--- src/rtl/note_select.sv ---
// Front-panel pitch selector: synchronises and debounces four pushbuttons and
// steps a (note, octave, accidental) triple with hold-to-repeat on up/down.
module note_select #(
    parameter int unsigned DEBOUNCE_CYCLES = 1000000,
    parameter int unsigned REPEAT_DELAY    = 50000000,
    parameter int unsigned REPEAT_RATE     = 10000000
) (
    input  logic       clk,
    input  logic       rst_n,
    input  logic       btn_up,
    input  logic       btn_down,
    input  logic       btn_sharp,
    input  logic       btn_play,
    output logic [2:0] note,
    output logic [1:0] octave,
    output logic       accident,
    output logic       gate,
    output logic       changed
);

    localparam int unsigned DW     = $clog2(DEBOUNCE_CYCLES + 1);
    localparam int unsigned RPT_MX = (REPEAT_DELAY > REPEAT_RATE) ? REPEAT_DELAY : REPEAT_RATE;
    localparam int unsigned RW     = $clog2(RPT_MX + 1);

    localparam logic [DW-1:0] DB_LAST   = DW'(DEBOUNCE_CYCLES - 1);
    localparam logic [RW-1:0] RPT_FIRST = RW'(REPEAT_DELAY);
    localparam logic [RW-1:0] RPT_NEXT  = RW'(REPEAT_RATE);

    localparam int unsigned B_UP    = 0;
    localparam int unsigned B_DOWN  = 1;
    localparam int unsigned B_SHARP = 2;
    localparam int unsigned B_PLAY  = 3;

    logic [3:0]    btn_raw;
    logic [3:0]    sync1;
    logic [3:0]    sync2;
    logic [3:0]    db;
    logic [3:0]    db_q;
    logic [DW-1:0] db_cnt [4];

    logic [RW-1:0] rpt_cnt [2];
    logic [1:0]    rpt_running;
    logic [1:0]    rpt_fire;
    logic [1:0]    step_ev;
    logic [3:0]    press;

    logic [2:0]    note_n;
    logic [1:0]    octave_n;
    logic          accident_n;

    assign btn_raw = {btn_play, btn_sharp, btn_down, btn_up};
    assign press   = db & ~db_q;

    // Two-flop synchroniser followed by a disagreement-run debouncer per button.
    always_ff @(posedge clk or negedge rst_n) begin
        if (!rst_n) begin
            sync1 <= '0;
            sync2 <= '0;
            db    <= '0;
            db_q  <= '0;
            for (int unsigned i = 0; i < 4; i++) begin
                db_cnt[i] <= '0;
            end
        end else begin
            sync1 <= btn_raw;
            sync2 <= sync1;
            db_q  <= db;
            for (int unsigned i = 0; i < 4; i++) begin
                if (sync2[i] != db[i]) begin
                    if (db_cnt[i] == DB_LAST) begin
                        db[i]     <= sync2[i];
                        db_cnt[i] <= '0;
                    end else begin
                        db_cnt[i] <= db_cnt[i] + DW'(1);
                    end
                end else begin
                    db_cnt[i] <= '0;
                end
            end
        end
    end

    // rpt_cnt holds cycles since the last press/repeat event; 0 means idle.
    always_comb begin
        for (int unsigned i = 0; i < 2; i++) begin
            rpt_fire[i] = db[i] && (rpt_cnt[i] == (rpt_running[i] ? RPT_NEXT : RPT_FIRST));
            step_ev[i]  = press[i] | rpt_fire[i];
        end
    end

    always_ff @(posedge clk or negedge rst_n) begin
        if (!rst_n) begin
            rpt_running <= '0;
            for (int unsigned i = 0; i < 2; i++) begin
                rpt_cnt[i] <= '0;
            end
        end else begin
            for (int unsigned i = 0; i < 2; i++) begin
                if (!db[i]) begin
                    rpt_cnt[i]     <= '0;
                    rpt_running[i] <= 1'b0;
                end else if (press[i]) begin
                    rpt_cnt[i]     <= RW'(1);
                    rpt_running[i] <= 1'b0;
                end else if (rpt_fire[i]) begin
                    rpt_cnt[i]     <= RW'(1);
                    rpt_running[i] <= 1'b1;
                end else if (rpt_cnt[i] != '0) begin
                    rpt_cnt[i] <= rpt_cnt[i] + RW'(1);
                end
            end
        end
    end

    // Step first, then evaluate the sharp toggle against the stepped note.
    always_comb begin
        note_n     = note;
        octave_n   = octave;
        accident_n = accident;
        if (step_ev[B_UP] && !step_ev[B_DOWN]) begin
            if (note != 3'd6) begin
                note_n     = note + 3'd1;
                accident_n = 1'b0;
            end else if (octave != 2'd3) begin
                note_n     = '0;
                octave_n   = octave + 2'd1;
                accident_n = 1'b0;
            end
        end else if (step_ev[B_DOWN] && !step_ev[B_UP]) begin
            if (note != 3'd0) begin
                note_n     = note - 3'd1;
                accident_n = 1'b0;
            end else if (octave != 2'd0) begin
                note_n     = 3'd6;
                octave_n   = octave - 2'd1;
                accident_n = 1'b0;
            end
        end
        if (press[B_SHARP]) begin
            accident_n = (note_n == 3'd2 || note_n == 3'd6) ? 1'b0 : ~accident_n;
        end
    end

    always_ff @(posedge clk or negedge rst_n) begin
        if (!rst_n) begin
            note     <= '0;
            octave   <= 2'd1;
            accident <= 1'b0;
            gate     <= 1'b0;
            changed  <= 1'b0;
        end else begin
            note     <= note_n;
            octave   <= octave_n;
            accident <= accident_n;
            gate     <= db[B_PLAY];
            changed  <= (note_n != note) || (octave_n != octave) || (accident_n != accident);
        end
    end

endmodule

--- config.mk ---
export PLATFORM = sky130hd
export DESIGN_NAME = note_select
export DESIGN_NICKNAME = d
export VERILOG_FILES = /design/src/rtl/note_select.sv
export SDC_FILE = /design/constraint.sdc
export NUM_CORES = 1
export LEC_CHECK = 0
export ABC_CLOCK_PERIOD_IN_PS = 3000
export CORE_AREA = 10 10 100 146
export CTS_BUF_LIST = sky130_fd_sc_hd__clkbuf_8
export CTS_CLUSTER_DIAMETER = 60
export DETAILED_ROUTE_END_ITERATION = 16
export DIE_AREA = 0 0 110 156
export GPL_TIMING_DRIVEN = 0
export PLACE_DENSITY_LB_ADDON = 0.2
export SLEW_MARGIN = 20
export SYNTH_ARGS = -nofsm -noshare
export SYNTH_HDL_FRONTEND = slang
export SYNTH_SLANG_ARGS = --single-unit
--- constraint.sdc ---
create_clock -name clk -period 3 [get_ports clk]
set_input_delay 0.6 -clock clk [delete_from_list [all_inputs] [get_ports clk]]
set_output_delay 0.6 -clock clk [all_outputs]
set_load 0.005 [all_outputs]
---- Yosys cells after proc, flatten, opt, wreduce, memory -nomap -nowiden ----
Cells that the tools add are included.
cells by class
  add/sub/neg operators ................... 10
  equality and inequality tests ........... 21
  multiplexer cells ....................... 44
  bitwise gates (word level) .............. 5
  reduce and logical (&&, ||, !) cells .... 17
operator list
  kind                                                 number
  2-to-1 mux 26 bit                                    10
  2-to-1 mux 20 bit                                    8
  adder 20 x 1 -> 20 bit, second input constant        4
  equality test 20 bit, second input constant          4
  adder 26 x 1 -> 26 bit, second input constant        2
  equality test 26 bit                                 2
  nonzero test 26 bit                                  2
  2-to-1 mux 3 bit                                     6
  2-to-1 mux 1 bit                                     14
  2-to-1 mux 2 bit                                     6
  != test 4 x 1 -> 1 bit, second input constant        2
  AND reduction 2 bit                                  4
  != test 3 x 1 -> 1 bit, second input constant        2
  != test 1 bit                                        5
  logical AND 1 bit                                    4
  adder 3 x 1 -> 3 bit, second input constant          1
  bitwise AND 3 bit                                    1
  equality test 3 x 2 -> 1 bit, second input constant  1
  equality test 3 bit, second input constant           1
  logical OR 1 bit                                     3
  != test 3 bit                                        1
  != test 3 bit, second input constant                 1
  inverter 3 bit                                       1
  nonzero test 3 bit                                   1
  9 further kinds                                      11
storage, ports and cells
  register bits after elaboration ......... 157
  input bits .............................. 6
  output and inout port bits .............. 8
  word-level logic and storage cells ...... 117

---- Depth between registers and ports, before layout ----
  word-level depth ........................ 14
  mapped depth ............................ 9
  depth with buffers taken out ............ 9

---- Worst setup path before layout ----
No wires, ideal clock.
  kind .................................... reg2reg
  from .................................... reg rpt_cnt[39] in the netlist's numbering
  to ...................................... reg accident
  library setup time ...................... 135 ps
  arrival ................................. 2555 ps
  data required time ...................... 2865 ps
  setup slack ............................. 310 ps
  cell stages (with the launch flop) ...... 8
  clock period less this slack ............ 2690 ps
  cells stage by stage .................... dfrtp_1 > or4_1 > or4_1 > a2111o_1 > a21boi_4 > mux2i_1 > or3_1 > o21ai_0
between the ends
  word-level cells in the longest chain between the ends .. 11
  elaborated cells on any way between the ends .. 16
  those cells by class .................... eq/ne (3); mux (6); bitwise (2); reduce/logical (5)
RTL lines
  item                                                                 line  text
  from (decl)                                                          41    logic [RW-1:0] rpt_cnt [2];
  from (signal, indexed assignment)                                    109   rpt_cnt[i] <= rpt_cnt[i] + RW'(1);
  equality test 26 bit *                                               86    rpt_fire[i] = db[i] && (rpt_cnt[i] == (rpt_running[i] ? RPT_NEXT : RPT_FIRST));
  logical AND 1 bit *                                                  86
  bitwise OR 1 bit *                                                   87    step_ev[i] = press[i] | rpt_fire[i];
  zero test 1 bit                                                      129   end else if (step_ev[B_DOWN] && !step_ev[B_UP]) begin
  logical AND 1 bit                                                    129
  2-to-1 mux 3 bit                                                     129
  2-to-1 mux 3 bit                                                     120   if (step_ev[B_UP] && !step_ev[B_DOWN]) begin
  equality test 3 x 2 -> 1 bit or equality test 3 bit (tied branches)  140   accident_n = (note_n == 3'd2 || note_n == 3'd6) ? 1'b0 : ~accident_n;
  logical OR 1 bit                                                     140
  2-to-1 mux 1 bit                                                     140
  2-to-1 mux 1 bit *                                                   139   if (press[B_SHARP]) begin
  net accident_n                                                       49    logic accident_n;
  to (signal assigned)                                                 154   accident <= accident_n;
  to (decl)                                                            16    output logic accident,
Mark *: on every way through the listed nets, which the timed path passes. The rest lies on a longest branch.
A chain may end at the register's enable or synchronous reset.

---- Final worst setup path ----
Ends and elaborated chain as after synthesis.

==> run_results.csv <==
group,metric,value,unit
yosys,synthArstFlopShare,100,%
critical_path,crit_start,"rpt_cnt[39]",
yosys,ys_seq_area_share,51.9,%
placement,place.gp.congestion,0.849,
drt,num_vias,5600,
cts,ctsResizeCount,0,
critical_path,r2r_cells,7,
sta,worst_pin_slew,0.730,ns
floorplanning,io_pins,14,
sta,finClkSkew,0.0109,ns
floorplanning,dieWidth,110,um
critical_path,rr_endpoint,"accident",
cts,cts-root-buf,"clkbuf_8",
yosys,ys_ff_latch,157,
yosys,synthesis.nets,800,
drt,drt_pass1_iterations,4,
placement,dpl_cell_area,7930,sq um
pwr,finalPower,3.98,mW
cts,clockBufferDepth,2,
critical_path,critical_path_class,"reg -> reg",
pwr,p_per_area,474,nW/um^2
cells_and_area,final_common_cell,"nor2_1",
critical_path,cp_data_arrival_time,3.16,ns
critical_path,cp.required,3.32,ns
grt,grt_first_pass_wirelength,24400,um
cells_and_area,synthToLayoutAreaGrowth,10.9,%
yosys,yosysTopAreaCell,"dfrtp_1",
yosys,synth.avg_cell_area,9.68,sq um
sta,timing.fmax,0.353,GHz
yosys,synth_edf_count,0,
pwr,leakagePower,3.51,nW
cells_and_area,antenna_cells,0,
yosys,yosysWarnings,0,
drt,wire_per_inst,14.3,um
cells_and_area,layout-drive-gt1-share,7.25,%
grt,grt_pass1_vias,5586,
sta,finalWorstPathRequiredPeriod,2.83,ns
cts,clk_pin_slew,0.09,ns
cts,insertion_delay,0.44,ns
critical_path,regToRegStartpoint,"rpt_cnt[39]",
critical_path,worstSetupEndpointType,"register",
sta,setup_viol,0,
critical_path,crit_path_frequent_cell,"or4_1",
sta,drv_slew,0,
yosys,synth_top_area_share,51.5,%
critical_path,cpPeakStageDelay,0.56,ns
sta,max_slew_margin,50.9,%
yosys,synthFlopType,"dfrtp_1",
grt,grt_max_degree,92,
grt,grt_overflow,0,
cts,hold_buffers,0,
sta,rsz0062_at_grt,"no",
floorplanning,start_util,63.3,%
drt,drc,0,
critical_path,path_cells,"or4_1 > or4_1 > a2111o_1 > a21boi_4 > mux2i_4 > or3_1 > o21ai_1",
drt,ant_nets,0,
floorplanning,die-area,17200,sq um
outcome,status,"finished clean",
cts,cts_setup_buffers,0,
floorplanning,die_height,156,um
critical_path,crit_path_top_delay_cell,"or4_1",
placement,io_buffers,13,
grt,grt_usage,17.3,%
sta,hold_violations,0,
cts,h-tree-depth,4,
placement,hpwl,9800,um
cts,cts.sinks,157,
yosys,syn_inst,782,
cells_and_area,final_net_count,833,
yosys,syn-cell-area,7570,sq um
sta,fin_crit_sh,94.5,%
drt,drtIter0Drc,256,
yosys,synth.top_cells.by_area,"dfrtp_1 (52%), nor2_1 (8.1%), xor2_1 (7.3%), xnor2_1 (6.1%), nand3_1 (4.0%)",
cts,cts_buffers,17,
cts,cts_tree,"yes",
run,maxCapViolCount,0,
floorplanning,row_count,49,
floorplanning,core_area,12000,sq um
critical_path,worstSetupStartpointType,"register",
cells_and_area,final_area,8400,sq um
critical_path,critPathMaxFanout,6,
drt,totalWireLength,14000,um
grt,antenna_found_initial,0,
critical_path,r2r_setup_slack,0.17,ns
critical_path,critPathTopFamily,"simple AND/OR/NAND/NOR gates",
yosys,ys_types,45,
cells_and_area,final_cell_mix,"nor2_1 (164), dfrtp_1 (155), nand2_1 (63), xor2_1 (63), nand3_1 (60)",
drt,vias_per_cell,5.71,
critical_path,cp.buffers_inverters,0,
pwr,ir_drop,0.375,mV
min_path,hp-class,"in -> async",
[power breakdown]
| group | internal [mW] | switching, mW | leakage, nW |
|---|---|---|---|
| Combinational | 0.0272 | 0.0690 | 1.13 |
| Clock | 0.956 | 0.779 | 0.219 |
| Sequential | 2.13 | 0.0169 | 2.16 |
| Total | 3.12 | 0.865 | 3.51 |
[cell type report]
class                   count  area, sq um
clock buffers              19          262
clock inverters            13          188
well taps                 153          191
fillers                   886         3550
repair buffers             14          163
plain buffers              13         55.1
multi-input cells         591         3530
inverters                  21         78.8
flip-flops and latches    157         3930
[Yosys cell counts, types with 2 or more instances]
| cell type | number |
|---|---|
| nand3_1 | 60 |
| clkbuf_1 | 12 |
| mux2_2 | 4 |
| o211ai_1 | 3 |
| o21ai_0 | 16 |
| or2_2 | 7 |
| dfrtp_1 | 156 |
| or4_1 | 6 |
| mux2i_1 | 2 |
| nand2b_1 | 2 |
| xor2_1 | 63 |
| and2_1 | 6 |
| nand4_1 | 17 |
| or3_1 | 14 |
| nor2b_1 | 2 |
| nor4b_1 | 9 |
| and3_1 | 19 |
| and3_2 | 2 |
| a22o_1 | 2 |
| nor3_1 | 8 |
| a21oi_1 | 18 |
| inv_1 | 21 |
| nor4bb_1 | 2 |
| and4_1 | 7 |
| and2b_2 | 2 |
| nor2_1 | 164 |
| or3_2 | 2 |
| nor4_1 | 14 |
| xnor2_1 | 53 |
| nand2_1 | 63 |
| ha_1 | 12 |
[cells by family (layout without fill, tap and decap cells)]
family          count (synthesis)  in the layout  share of synthesized area (%)
compound gates                 50             50                           4.21
xor+xnor                      116            116                           13.4
fa+ha+maj                      12             12                           1.98
buf+inv                        34             80                           1.73
flops                         157            157                           51.9
mux                             6              6                          0.859
simple gates                  407            407                           25.9
[per-layer routing]
layer  GRT usage (%)  up-vias  part of all wire [%]
li1                -     2717                     -
met5               0        -                     0
met1            19.9     2778                    42
met3            3.23       29                   2.3
met4            7.77        0                   2.7
met2            30.0       76                    53
[through the flow]
step | util (%) | TNS [ns] | instances | hold slack (ns) | worst slack [ns]
3_3_place_gp | 66.0 | -724.44 | 948 | 0.333 | -4.64
2_1_floorplan | - | 0 | 782 | 0.304 | 0.310
4_1_cts | 70.1 | 0 | 981 | 0.0881 | 0.0157
5_1_grt | 70.3 | 0 | 981 | 0.103 | 0.0193
6_report | 70.3 | 0 | 981 | 0.0850 | 0.166
3_5_place_dp | 66.3 | 0 | 949 | 0.336 | 0.0540
[worst max path at each step]
stage	to	slack [ns]	cells past startpoint
after floorplan	accident	0.31	7
after global placement	db_cnt[12]	-4.64	1
after detailed placement	accident	0.05	7
after CTS	rpt_cnt[39]	0.02	6
after global routing	accident	0.02	7
final	accident	0.17	7
[flip-flops by register name, summed over array words and instances, names as in the netlist]
signal	count
note	3
changed	1
db	4
octave	2
rpt_running	2
sync2	4
accident	1
db_q	3
gate	1
db_cnt	80
sync1	4
rpt_cnt	52
[worst reg2reg max path, stage by stage, from the launching register on]
cell,delay (ns)
dfrtp_2,0.45
or4_1,0.56
or4_1,0.49
a2111o_1,0.47
a21boi_4,0.27
mux2i_4,0.30
or3_1,0.14
o21ai_1,0.05
No activity file was read; power rests on OpenSTA's default activity.
